==> src/rtl/mc_pkg.sv <==
// ---------------------------------------------------------------------------
// mc_pkg
// Shared definitions for the multicycle controller:
//   state_t      - FSM state encoding (also exported on the debug 'state' port)
//   OP_*         - recognised instruction opcodes (6-bit field values)
//   alu_op_t     - ALU operation select (00 add, 01 sub, 10 funct, 11 and)
//   alu_src_b_t  - ALU B-operand select (B reg, 4, sign-ext imm, imm<<2)
//   pc_source_t  - PC next-value select (ALU result, ALUOut, jump target)
//   ctrl_t       - bundle of every datapath control produced per state
// ---------------------------------------------------------------------------
package mc_pkg;

    typedef enum logic [3:0] {
        ST_FETCH     = 4'd0,
        ST_DECODE    = 4'd1,
        ST_MEM_ADDR  = 4'd2,
        ST_MEM_READ  = 4'd3,
        ST_MEM_WB    = 4'd4,
        ST_MEM_WRITE = 4'd5,
        ST_EXEC      = 4'd6,
        ST_R_WB      = 4'd7,
        ST_BRANCH    = 4'd8,
        ST_JUMP      = 4'd9,
        ST_IMM_EXEC  = 4'd10,
        ST_IMM_WB    = 4'd11
    } state_t;

    localparam logic [5:0] OP_RTYPE = 6'b000000;
    localparam logic [5:0] OP_SHIFT = 6'b110000;
    localparam logic [5:0] OP_ADDI  = 6'b001000;
    localparam logic [5:0] OP_ANDI  = 6'b001100;
    localparam logic [5:0] OP_LW    = 6'b100011;
    localparam logic [5:0] OP_SW    = 6'b101011;
    localparam logic [5:0] OP_BEQ   = 6'b000100;
    localparam logic [5:0] OP_J     = 6'b000010;

    typedef enum logic [1:0] {
        ALU_ADD   = 2'b00,
        ALU_SUB   = 2'b01,
        ALU_FUNCT = 2'b10,
        ALU_AND   = 2'b11
    } alu_op_t;

    typedef enum logic [1:0] {
        SRCB_REG     = 2'b00,
        SRCB_FOUR    = 2'b01,
        SRCB_IMM     = 2'b10,
        SRCB_IMM_SL2 = 2'b11
    } alu_src_b_t;

    typedef enum logic [1:0] {
        PCSRC_ALU    = 2'b00,
        PCSRC_ALUOUT = 2'b01,
        PCSRC_JUMP   = 2'b10,
        PCSRC_RSVD   = 2'b11
    } pc_source_t;

    typedef struct packed {
        logic       pc_write;
        logic       pc_write_cond;
        logic       i_or_d;
        logic       ir_write;
        logic       mem_read;
        logic       mem_write;
        logic       mem_to_reg;
        logic       reg_dst;
        logic       reg_write;
        logic       alu_src_a;
        logic       instr_done;
        alu_src_b_t alu_src_b;
        pc_source_t pc_source;
        alu_op_t    alu_op;
    } ctrl_t;

endpackage

==> src/rtl/mc_out_decode.sv <==
// ---------------------------------------------------------------------------
// mc_out_decode
// Purely combinational control decode: maps the current FSM state, the
// latched opcode and the (effective) memory handshake to the datapath
// control bundle. Never looks at the live opcode.
//   state     in  state_t            current FSM state
//   op_q      in  [OPCODE_W-1:0]     opcode latched during DECODE
//   mem_ready in  1                  effective memory handshake
//   ctrl      out ctrl_t             datapath controls for this cycle
// ---------------------------------------------------------------------------
module mc_out_decode
    import mc_pkg::*;
#(
    parameter int OPCODE_W = 6
) (
    input  state_t              state,
    input  logic [OPCODE_W-1:0] op_q,
    input  logic                mem_ready,
    output ctrl_t               ctrl
);

    logic op_is_shift;
    logic op_is_andi;

    assign op_is_shift = (op_q == OPCODE_W'(OP_SHIFT));
    assign op_is_andi  = (op_q == OPCODE_W'(OP_ANDI));

    always_comb begin
        // NOTE: the whole bundle is cleared first so every path assigns every
        // field; without this, any field left untouched in a branch infers a latch.
        ctrl = '0;
        case (state)
            ST_FETCH: begin
                ctrl.mem_read  = 1'b1;
                ctrl.alu_src_b = SRCB_FOUR;
                // IR load and PC+4 only happen on the cycle the fetch completes.
                ctrl.ir_write  = mem_ready;
                ctrl.pc_write  = mem_ready;
            end
            ST_DECODE: begin
                // Speculative branch target: PC + (imm << 2).
                ctrl.alu_src_b = SRCB_IMM_SL2;
            end
            ST_MEM_ADDR: begin
                ctrl.alu_src_a = 1'b1;
                ctrl.alu_src_b = SRCB_IMM;
            end
            ST_MEM_READ: begin
                ctrl.mem_read = 1'b1;
                ctrl.i_or_d   = 1'b1;
            end
            ST_MEM_WB: begin
                ctrl.reg_write  = 1'b1;
                ctrl.mem_to_reg = 1'b1;
                ctrl.instr_done = 1'b1;
            end
            ST_MEM_WRITE: begin
                ctrl.mem_write  = 1'b1;
                ctrl.i_or_d     = 1'b1;
                // The store retires in the same cycle the memory accepts it.
                ctrl.instr_done = mem_ready;
            end
            ST_EXEC: begin
                ctrl.alu_src_a = 1'b1;
                ctrl.alu_op    = ALU_FUNCT;
                // Shifts take the shift amount from the immediate field.
                ctrl.alu_src_b = op_is_shift ? SRCB_IMM : SRCB_REG;
            end
            ST_R_WB: begin
                ctrl.reg_dst    = 1'b1;
                ctrl.reg_write  = 1'b1;
                ctrl.instr_done = 1'b1;
            end
            ST_BRANCH: begin
                ctrl.alu_src_a     = 1'b1;
                ctrl.alu_op        = ALU_SUB;
                ctrl.pc_write_cond = 1'b1;
                ctrl.pc_source     = PCSRC_ALUOUT;
                ctrl.instr_done    = 1'b1;
            end
            ST_JUMP: begin
                ctrl.pc_write   = 1'b1;
                ctrl.pc_source  = PCSRC_JUMP;
                ctrl.instr_done = 1'b1;
            end
            ST_IMM_EXEC: begin
                ctrl.alu_src_a = 1'b1;
                ctrl.alu_src_b = SRCB_IMM;
                ctrl.alu_op    = op_is_andi ? ALU_AND : ALU_ADD;
            end
            ST_IMM_WB: begin
                ctrl.reg_write  = 1'b1;
                ctrl.instr_done = 1'b1;
            end
            default: begin
                ctrl = '0;
            end
        endcase
    end

endmodule

==> src/rtl/multicycle_control.sv <==
// ---------------------------------------------------------------------------
// multicycle_control
// Main control FSM for a classic multicycle MIPS-style datapath. Holds the
// state and latched-opcode registers and the next-state logic; the per-state
// control decode lives in mc_out_decode.
//   clk           in   1         rising-edge clock
//   reset_n       in   1         synchronous active-low reset (also gates
//                                all control outputs to 0 while low)
//   opcode        in   OPCODE_W  instruction opcode from the IR
//   mem_ready     in   1         memory access completes this cycle
//   pc_write .. alu_src_a  out 1 datapath strobes/selects
//   alu_src_b     out  2         ALU B-operand select
//   pc_source     out  2         PC source select
//   alu_op        out  ALU_OP_W  ALU op (2-bit code zero-extended)
//   instr_done    out  1         pulse in the last state of an instruction
//   illegal_op    out  1         pulse in DECODE for an unknown opcode
//   state         out  4         current state, for debug
// ---------------------------------------------------------------------------
module multicycle_control
    import mc_pkg::*;
#(
    parameter int OPCODE_W    = 6,
    parameter int ALU_OP_W    = 2,
    parameter bit MEM_WAIT_EN = 1'b1
) (
    input  logic                clk,
    input  logic                reset_n,
    input  logic [OPCODE_W-1:0] opcode,
    input  logic                mem_ready,
    output logic                pc_write,
    output logic                pc_write_cond,
    output logic                i_or_d,
    output logic                ir_write,
    output logic                mem_read,
    output logic                mem_write,
    output logic                mem_to_reg,
    output logic                reg_dst,
    output logic                reg_write,
    output logic                alu_src_a,
    output logic [1:0]          alu_src_b,
    output logic [1:0]          pc_source,
    output logic [ALU_OP_W-1:0] alu_op,
    output logic                instr_done,
    output logic                illegal_op,
    output logic [3:0]          state
);

    state_t              state_q;
    state_t              state_d;
    logic [OPCODE_W-1:0] op_q;
    logic                ready;
    logic                illegal_d;
    ctrl_t               ctrl_d;
    ctrl_t               ctrl_g;

    // With waits disabled every access is treated as single-cycle.
    assign ready = MEM_WAIT_EN ? mem_ready : 1'b1;

    // -----------------------------------------------------------------------
    // State and opcode registers
    // -----------------------------------------------------------------------
    always_ff @(posedge clk) begin
        // NOTE: non-blocking assignments so every register samples the values
        // from before this edge, independent of statement order.
        if (!reset_n) begin
            state_q <= ST_FETCH;
            op_q    <= '0;
        end else begin
            state_q <= state_d;
            if (state_q == ST_DECODE) begin
                op_q <= opcode;
            end
        end
    end

    // -----------------------------------------------------------------------
    // Next-state logic. DECODE is the only place the live opcode is used;
    // later states steer from op_q so the IR may change underneath them.
    // -----------------------------------------------------------------------
    always_comb begin
        state_d   = state_q;
        illegal_d = 1'b0;
        case (state_q)
            ST_FETCH:     state_d = ready ? ST_DECODE : ST_FETCH;
            ST_DECODE: begin
                if (opcode == OPCODE_W'(OP_RTYPE) || opcode == OPCODE_W'(OP_SHIFT)) begin
                    state_d = ST_EXEC;
                end else if (opcode == OPCODE_W'(OP_ADDI) || opcode == OPCODE_W'(OP_ANDI)) begin
                    state_d = ST_IMM_EXEC;
                end else if (opcode == OPCODE_W'(OP_LW) || opcode == OPCODE_W'(OP_SW)) begin
                    state_d = ST_MEM_ADDR;
                end else if (opcode == OPCODE_W'(OP_BEQ)) begin
                    state_d = ST_BRANCH;
                end else if (opcode == OPCODE_W'(OP_J)) begin
                    state_d = ST_JUMP;
                end else begin
                    state_d   = ST_FETCH;
                    illegal_d = 1'b1;
                end
            end
            ST_MEM_ADDR:  state_d = (op_q == OPCODE_W'(OP_LW)) ? ST_MEM_READ : ST_MEM_WRITE;
            ST_MEM_READ:  state_d = ready ? ST_MEM_WB : ST_MEM_READ;
            ST_MEM_WB:    state_d = ST_FETCH;
            ST_MEM_WRITE: state_d = ready ? ST_FETCH : ST_MEM_WRITE;
            ST_EXEC:      state_d = ST_R_WB;
            ST_R_WB:      state_d = ST_FETCH;
            ST_BRANCH:    state_d = ST_FETCH;
            ST_JUMP:      state_d = ST_FETCH;
            ST_IMM_EXEC:  state_d = ST_IMM_WB;
            ST_IMM_WB:    state_d = ST_FETCH;
            default:      state_d = ST_FETCH;
        endcase
    end

    // -----------------------------------------------------------------------
    // Output decode and reset gating
    // -----------------------------------------------------------------------
    mc_out_decode #(
        .OPCODE_W (OPCODE_W)
    ) u_out_decode (
        .state     (state_q),
        .op_q      (op_q),
        .mem_ready (ready),
        .ctrl      (ctrl_d)
    );

    // Controls are forced quiet during reset, even before the first edge
    // has moved the state back to FETCH.
    assign ctrl_g = reset_n ? ctrl_d : '0;

    assign pc_write      = ctrl_g.pc_write;
    assign pc_write_cond = ctrl_g.pc_write_cond;
    assign i_or_d        = ctrl_g.i_or_d;
    assign ir_write      = ctrl_g.ir_write;
    assign mem_read      = ctrl_g.mem_read;
    assign mem_write     = ctrl_g.mem_write;
    assign mem_to_reg    = ctrl_g.mem_to_reg;
    assign reg_dst       = ctrl_g.reg_dst;
    assign reg_write     = ctrl_g.reg_write;
    assign alu_src_a     = ctrl_g.alu_src_a;
    assign alu_src_b     = ctrl_g.alu_src_b;
    assign pc_source     = ctrl_g.pc_source;
    assign alu_op        = ALU_OP_W'(ctrl_g.alu_op);
    assign instr_done    = ctrl_g.instr_done;
    assign illegal_op    = reset_n & illegal_d;
    assign state         = state_q;

endmodule

==> config.mk <==
export PLATFORM = sky130hd
export DESIGN_NAME = multicycle_control
export DESIGN_NICKNAME = d
export VERILOG_FILES = /design/src/rtl/mc_pkg.sv /design/src/rtl/mc_out_decode.sv /design/src/rtl/multicycle_control.sv
export SDC_FILE = /design/constraint.sdc
export NUM_CORES = 1
export LEC_CHECK = 0
export BUFFER_PORTS_ARGS = -buffer_cell sky130_fd_sc_hd__buf_4
export CORE_AREA = 2 2 47 49
export CTS_CLUSTER_SIZE = 30
export DETAILED_ROUTE_END_ITERATION = 8
export DIE_AREA = 0 0 49 51
export HOLD_SLACK_MARGIN = 0.15
export PLACE_DENSITY_LB_ADDON = 0.08
export SYNTH_ARGS = -nofsm -noshare
export SYNTH_HDL_FRONTEND = slang
export SYNTH_SLANG_ARGS = --single-unit
export TNS_END_PERCENT = 50
==> constraint.sdc <==
create_clock -name clk -period 1.4 [get_ports clk]
set_input_delay 0.21 -clock clk [delete_from_list [all_inputs] [get_ports clk]]
set_output_delay 0.21 -clock clk [all_outputs]
set_load 0.005 [all_outputs]
==> results_dict.tcl, run 1 <==
set metrics [dict create \
    clockPowerShare 0.304 \
    drv_slew 0 \
    peakVddDrop_uv 744 \
    syn_area_um2 952 \
    htree_num_levels 1 \
    synth_enable_flop_cells 0 \
    fin_util 0.797 \
    final_nets 195 \
    grt_pass1_wl_um 5360 \
    power_frac_comb 0.312 \
    grt_max_degree 19 \
    fillers 145 \
    critPathKind "flip-flop to output port" \
    ys_seq_elements 10 \
    synthArstFlopShare 0 \
    rsz0062_at_grt "yes" \
    postCtsHoldBufs 0 \
    initial_core_util 0.461 \
    wl_per_cell_um 14.9 \
    p_int_mw 0.586 \
    cp.required_ps 1190 \
    cts_tree "done" \
    num_vias 1160 \
    power_density_nw_per_um2 495 \
    antenna_left 0 \
    ctsRootBufferMaster "clkbuf_4" \
    core-area_um2 2060 \
    multi_input_area_um2 818 \
    finalPower_mw 0.814 \
    antenna_found_initial 0 \
    viasPerCell 5.45 \
    power_leakage_nw 0.701 \
    overflow 0 \
    status "finished with violations" \
    dp_hpwl_um 1970 \
    std_cell_rows 17 \
    finClkSkew_ps 3.57 \
    die_area_um2 2500 \
    violations "setup timing" \
    maxSlewHeadroom 0.767 \
    postSynthCellCount 132 \
    final-hold-violation-count 0 \
    clkSinkCount 10 \
    synth.avg_cell_area_um2 7.21 \
    wl_um 3180 \
    ys_warn_count 0 \
    drv_cap 0 \
    cts.clk_slew.worst_paths_ps 70 \
    power_frac_seq 0.383 \
    period_needed_ps 1720 \
    final_layout_size_suffix_gt1_frac 0.546 \
    fp.dieH_um 51 \
    cp-start-kind "flip-flop" \
    syn_nets 141 \
    hp-class "primary input to flip-flop" \
    fin_ws_ps -324 \
    ys_seq_area_frac 0.210 \
    synth.distinct_cells 38 \
    cts_buffer_depth 2 \
    setup_viol 21 \
    tightest_slew_ps 347 \
    first_global_vias 1182 \
    num_io_pins 31 \
    cp_max_fo 5 \
    numPortBuffers 30 \
    gp_congestion 0.794 \
    seq_area_um2 219 \
    yosys_most_used_dff "dfxtp_1" \
    worstPathArrival_ps 1510 \
    switching_share 0.280 \
    fmax_ghz 0.580 \
    antennaDiodeCount 0 \
    drtIter0Drc 19 \
    track_usage 0.267 \
    area.growth.synth_to_final_pct 72.7 \
    die_w_um 49 \
    drc_errors 0 \
    cts_inserted_buffers 3 \
    worstSkewPairLatency_ps 250 \
    cp-end-kind "output port" \
    first_pass_iters 4 \
    power_switching_mw 0.228 \
    min_period_over_period 1.23 \
]
synth_stat cells, types with 2 or more instances:
master / number / share of area
o221a_1: 2 / 0.024
nand3_1: 2 / 0.011
o21ai_1: 3 / 0.016
nand2_1: 21 / 0.083
nand4_1: 3 / 0.020
nor3_1: 8 / 0.042
o21a_1: 2 / 0.016
o21ai_0: 2 / 0.011
and3_1: 5 / 0.033
a211oi_1: 3 / 0.024
buf_2: 5 / 0.026
a21oi_1: 5 / 0.026
buf_4: 2 / 0.016
clkbuf_1: 3 / 0.012
a21boi_1: 6 / 0.047
buf_6: 3 / 0.035
nor2b_1: 2 / 0.013
a32oi_1: 2 / 0.018
dfxtp_1: 10 / 0.21
nor2_1: 15 / 0.059
nor3b_1: 3 / 0.024
xnor2_1: 5 / 0.046
and2_1: 3 / 0.020
nand2b_1: 3 / 0.020
placed cells by master, fill, tap and decap left out, drive strengths merged, types with 4 or more instances in the layout:
master,Yosys,layout
clkbuf,3,4
and3,5,5
nor3,8,8
dfxtp,10,10
xnor2,5,5
a21oi,5,5
nor2,16,16
o21ai,5,5
nand2,21,21
a21boi,6,6
buf,10,62
registers in the layout (all words and copies together), names as in the netlist:
| name | flops |
|---|---|
| state | 4 |
| op_q | 6 |
power by group through the flow:
stage / sequential, mW / clock [mW] / combinational [mW]
2_1_floorplan: 0.312 / 0 / 0.114
3_3_place_gp: 0.317 / 0 / 0.195
3_5_place_dp: 0.317 / 0 / 0.197
4_1_cts: 0.310 / 0.254 / 0.237
5_1_grt: 0.314 / 0.273 / 0.279
6_report: 0.312 / 0.248 / 0.254
logic make-up (layout without fill, tap and decap cells):
| kind of cell | count (synthesis) | count (layout) | share of synthesized area |
|---|---|---|---|
| buffers and inverters | 13 | 66 | 0.0893 |
| flip-flops | 10 | 10 | 0.210 |
| AO/OA/AOI/OAI | 28 | 28 | 0.209 |
| AND/OR/NAND/NOR | 76 | 76 | 0.445 |
| XOR/XNOR | 5 | 5 | 0.0460 |
worst paths after layout:
| check | startpoint | endpoint | slack, ps | depth (start not counted) |
|---|---|---|---|---|
| worst max-delay path | state[2] | illegal_op | -320 | 6 |
| worst min-delay path | opcode[4] | op_q[4] | 230 | 3 |
| worst max register to register | state[1] | state[2] | -60 | 6 |
| worst min register to register | op_q[2] | op_q[2] | 500 | 2 |
worst max-delay path, stage by stage (launching register included):
cell	delay, ps
dfxtp_4	370
buf_6	130
nor4b_4	270
nand2_1	140
a21oi_2	120
and2_1	130
buf_4	100
final cells by class:
type	count	share of cell area
Sequential cell	10	0.133
Multi-Input combinational cell	109	0.498
Tap cell	28	0.0213
Clock buffer	4	0.0221
Timing Repair Buffer	62	0.326
per-stage QoR:
step	hold WS [ps]	TNS, ps	area (µm²)	setup WS [ps]	instances
floorplan	345	0	952	30.6	132
global placement	475	-132	1290	-49.3	195
detailed placement	482	-247	1290	-96.8	195
CTS	230	-2170	1570	-275	213
global route	241	-3970	1640	-412	213
finish	232	-2180	1640	-324	213
routing by layer:
metal | vias up | part of all wire | track usage
met3 | 6 | 0.027 | 0.0263
met1 | 553 | 0.41 | 0.312
li1 | 573 | - | -
met5 | - | 0 | 0
met4 | 0 | 0.017 | 0.0571
met2 | 28 | 0.55 | 0.523
what timing repair did:
action	in CTS	in global routing
setup buffers	14	4
resized for setup	38	19
pin swaps	17	12
setup endpoints to repair	20	22
(Power assumes the default switching activity.)
==> inputs of run 2 (changes only) <==
Settings changed: CELL_PAD_IN_SITES_DETAIL_PLACEMENT from default to 0, CELL_PAD_IN_SITES_GLOBAL_PLACEMENT from default to 1, CORE_AREA 2 2 47 49 to 2 2 56 58, DIE_AREA 0 0 49 51 to 0 0 58 60.
==> results_dict.tcl, run 2 (same netlist as run 1, synthesis figures left out) <==
set metrics [dict create \
    drtIter0Drc 29 \
    final_nets 204 \
    switching_share 0.285 \
    fp.dieH_um 60 \
    cts_buffer_depth 2 \
    gp_congestion 0.794 \
    overflow 0 \
    setup_viol 19 \
    reg2reg_depth 6 \
    fin_ws_ps -259 \
    wl_per_cell_um 14.4 \
    status "finished with violations" \
    clockPowerShare 0.314 \
    first_pass_iters 4 \
    power_frac_comb 0.312 \
    cp-end-kind "output port" \
    largest_reg_flops 6 \
    grt_pass1_wl_um 5300 \
    grt_max_degree 19 \
    critPathKind "flip-flop to output port" \
    power_leakage_nw 0.756 \
    first_global_vias 1124 \
    finClkSkew_ps 2.26 \
    hold_start "opcode[4]" \
    holdWs_ps 224 \
    cts.clk_slew.worst_paths_ps 60 \
    drv_cap 0 \
    cp_max_fo 3 \
    instances_no_fill 227 \
    num_vias 1164 \
    htree_num_levels 1 \
    worstSkewPairLatency_ps 260 \
    num_io_pins 31 \
    violations "setup timing" \
    numPortBuffers 30 \
    track_usage 0.199 \
    dpl_cell_area_um2 1310 \
    power_switching_mw 0.235 \
    layout_common_cells "54 x buf_4, 18 x nand2_1, 15 x buf_6" \
    initial_core_util 0.328 \
    drv_slew 0 \
    cts_inserted_buffers 3 \
    largest-register "op_q" \
    core-area_um2 2900 \
    rsz0062_at_grt "yes" \
    dp_worst_setup_slack_ps -65.8 \
    min_period_over_period 1.18 \
    tightest_slew_ps 257 \
    dp_hpwl_um 2270 \
    dp.cells 206 \
    power_density_nw_per_um2 481 \
    worstPathArrival_ps 1450 \
    area.growth.synth_to_final_pct 80.0 \
    die_w_um 58 \
    antennaDiodeCount 0 \
    final-hold-violation-count 0 \
    cp-start-kind "flip-flop" \
    clkSinkCount 10 \
    final_layout_size_suffix_gt1_frac 0.567 \
    period_needed_ps 1660 \
    power_frac_seq 0.374 \
    antenna_left 0 \
    fmax_ghz 0.603 \
    startpoint "op_q[4]" \
    cp.required_ps 1190 \
    whs_path_depth 3 \
    viasPerCell 5.13 \
    antenna_found_initial 0 \
    ctsRootBufferMaster "clkbuf_4" \
    final.setup.tns_ps -2800 \
    die_area_um2 3480 \
    maxSlewHeadroom 0.827 \
    cts_tree "done" \
    p_int_mw 0.590 \
    reg2reg_from "state[3]" \
    peakVddDrop_uv 438 \
    design_area_um2 1710 \
    final_common_cell "buf_4" \
    wl_um 3280 \
    std_cell_rows 20 \
    hp-class "primary input to flip-flop" \
    drc_errors 0 \
]
[run 2: changes by cell type in the layout (fill, tap and decap cells not counted), sizes merged]
cell / previous run / this run
buf: 62 / 71
[run 2: cell type report]
| cell class | instances | area [µm²] |
|---|---|---|
| clock buffer | 4 | 36.3 |
| fill | 278 | 1190 |
| multi-input combinational | 109 | 813 |
| sequential | 10 | 214 |
| tap | 33 | 41.3 |
| timing repair buffer | 71 | 609 |
[run 2: worst paths after layout]
path                       end  slack, ps
hold / removal         op_q[4]        220
setup / recovery  alu_src_b[1]       -260
setup reg to reg      state[1]       -120
hold reg to reg        op_q[2]        500
[run 2: power groups by stage]
stage	clock, mW	combinational [mW]	sequential (mW)
6_report	0.259	0.257	0.308
2_1_floorplan	0	0.114	0.312
4_1_cts	0.272	0.244	0.307
3_5_place_dp	0	0.209	0.313
5_1_grt	0.295	0.283	0.310
3_3_place_gp	0	0.206	0.312
[run 2: metrics by stage]
step	utilization	total power [mW]
6_report	0.591	0.824
5_1_grt	0.591	0.888
4_1_cts	0.538	0.823
3_5_place_dp	0.453	0.522
3_3_place_gp	0.453	0.518
2_1_floorplan	-	0.425
[run 2: what timing repair did]
| item | 4_1_cts | 5_1_grt |
|---|---|---|
| endpoints found under the hold margin | 0 | 0 |
| hold buffers | 0 | 0 |
| pin swaps | 10 | 19 |
| resized for setup | 34 | 25 |
| buffers inserted | 9 | 11 |
| setup endpoints to repair | 19 | 28 |
[run 2: layer usage]
layer,vias to the layer above,track usage,share of wire
li1,594,-,-
met1,532,0.239,0.41
met2,30,0.362,0.54
met3,8,0.0260,0.033
met4,0,0.0731,0.024
met5,-,0,0
[run 2: worst max-delay path, cell delays in order, from the launching register on]
cell and delay (ps):
dfxtp_2 350, buf_4 120, nor4b_2 170, nand3_1 130, a21oi_2 170, o21a_1 140, buf_4 100
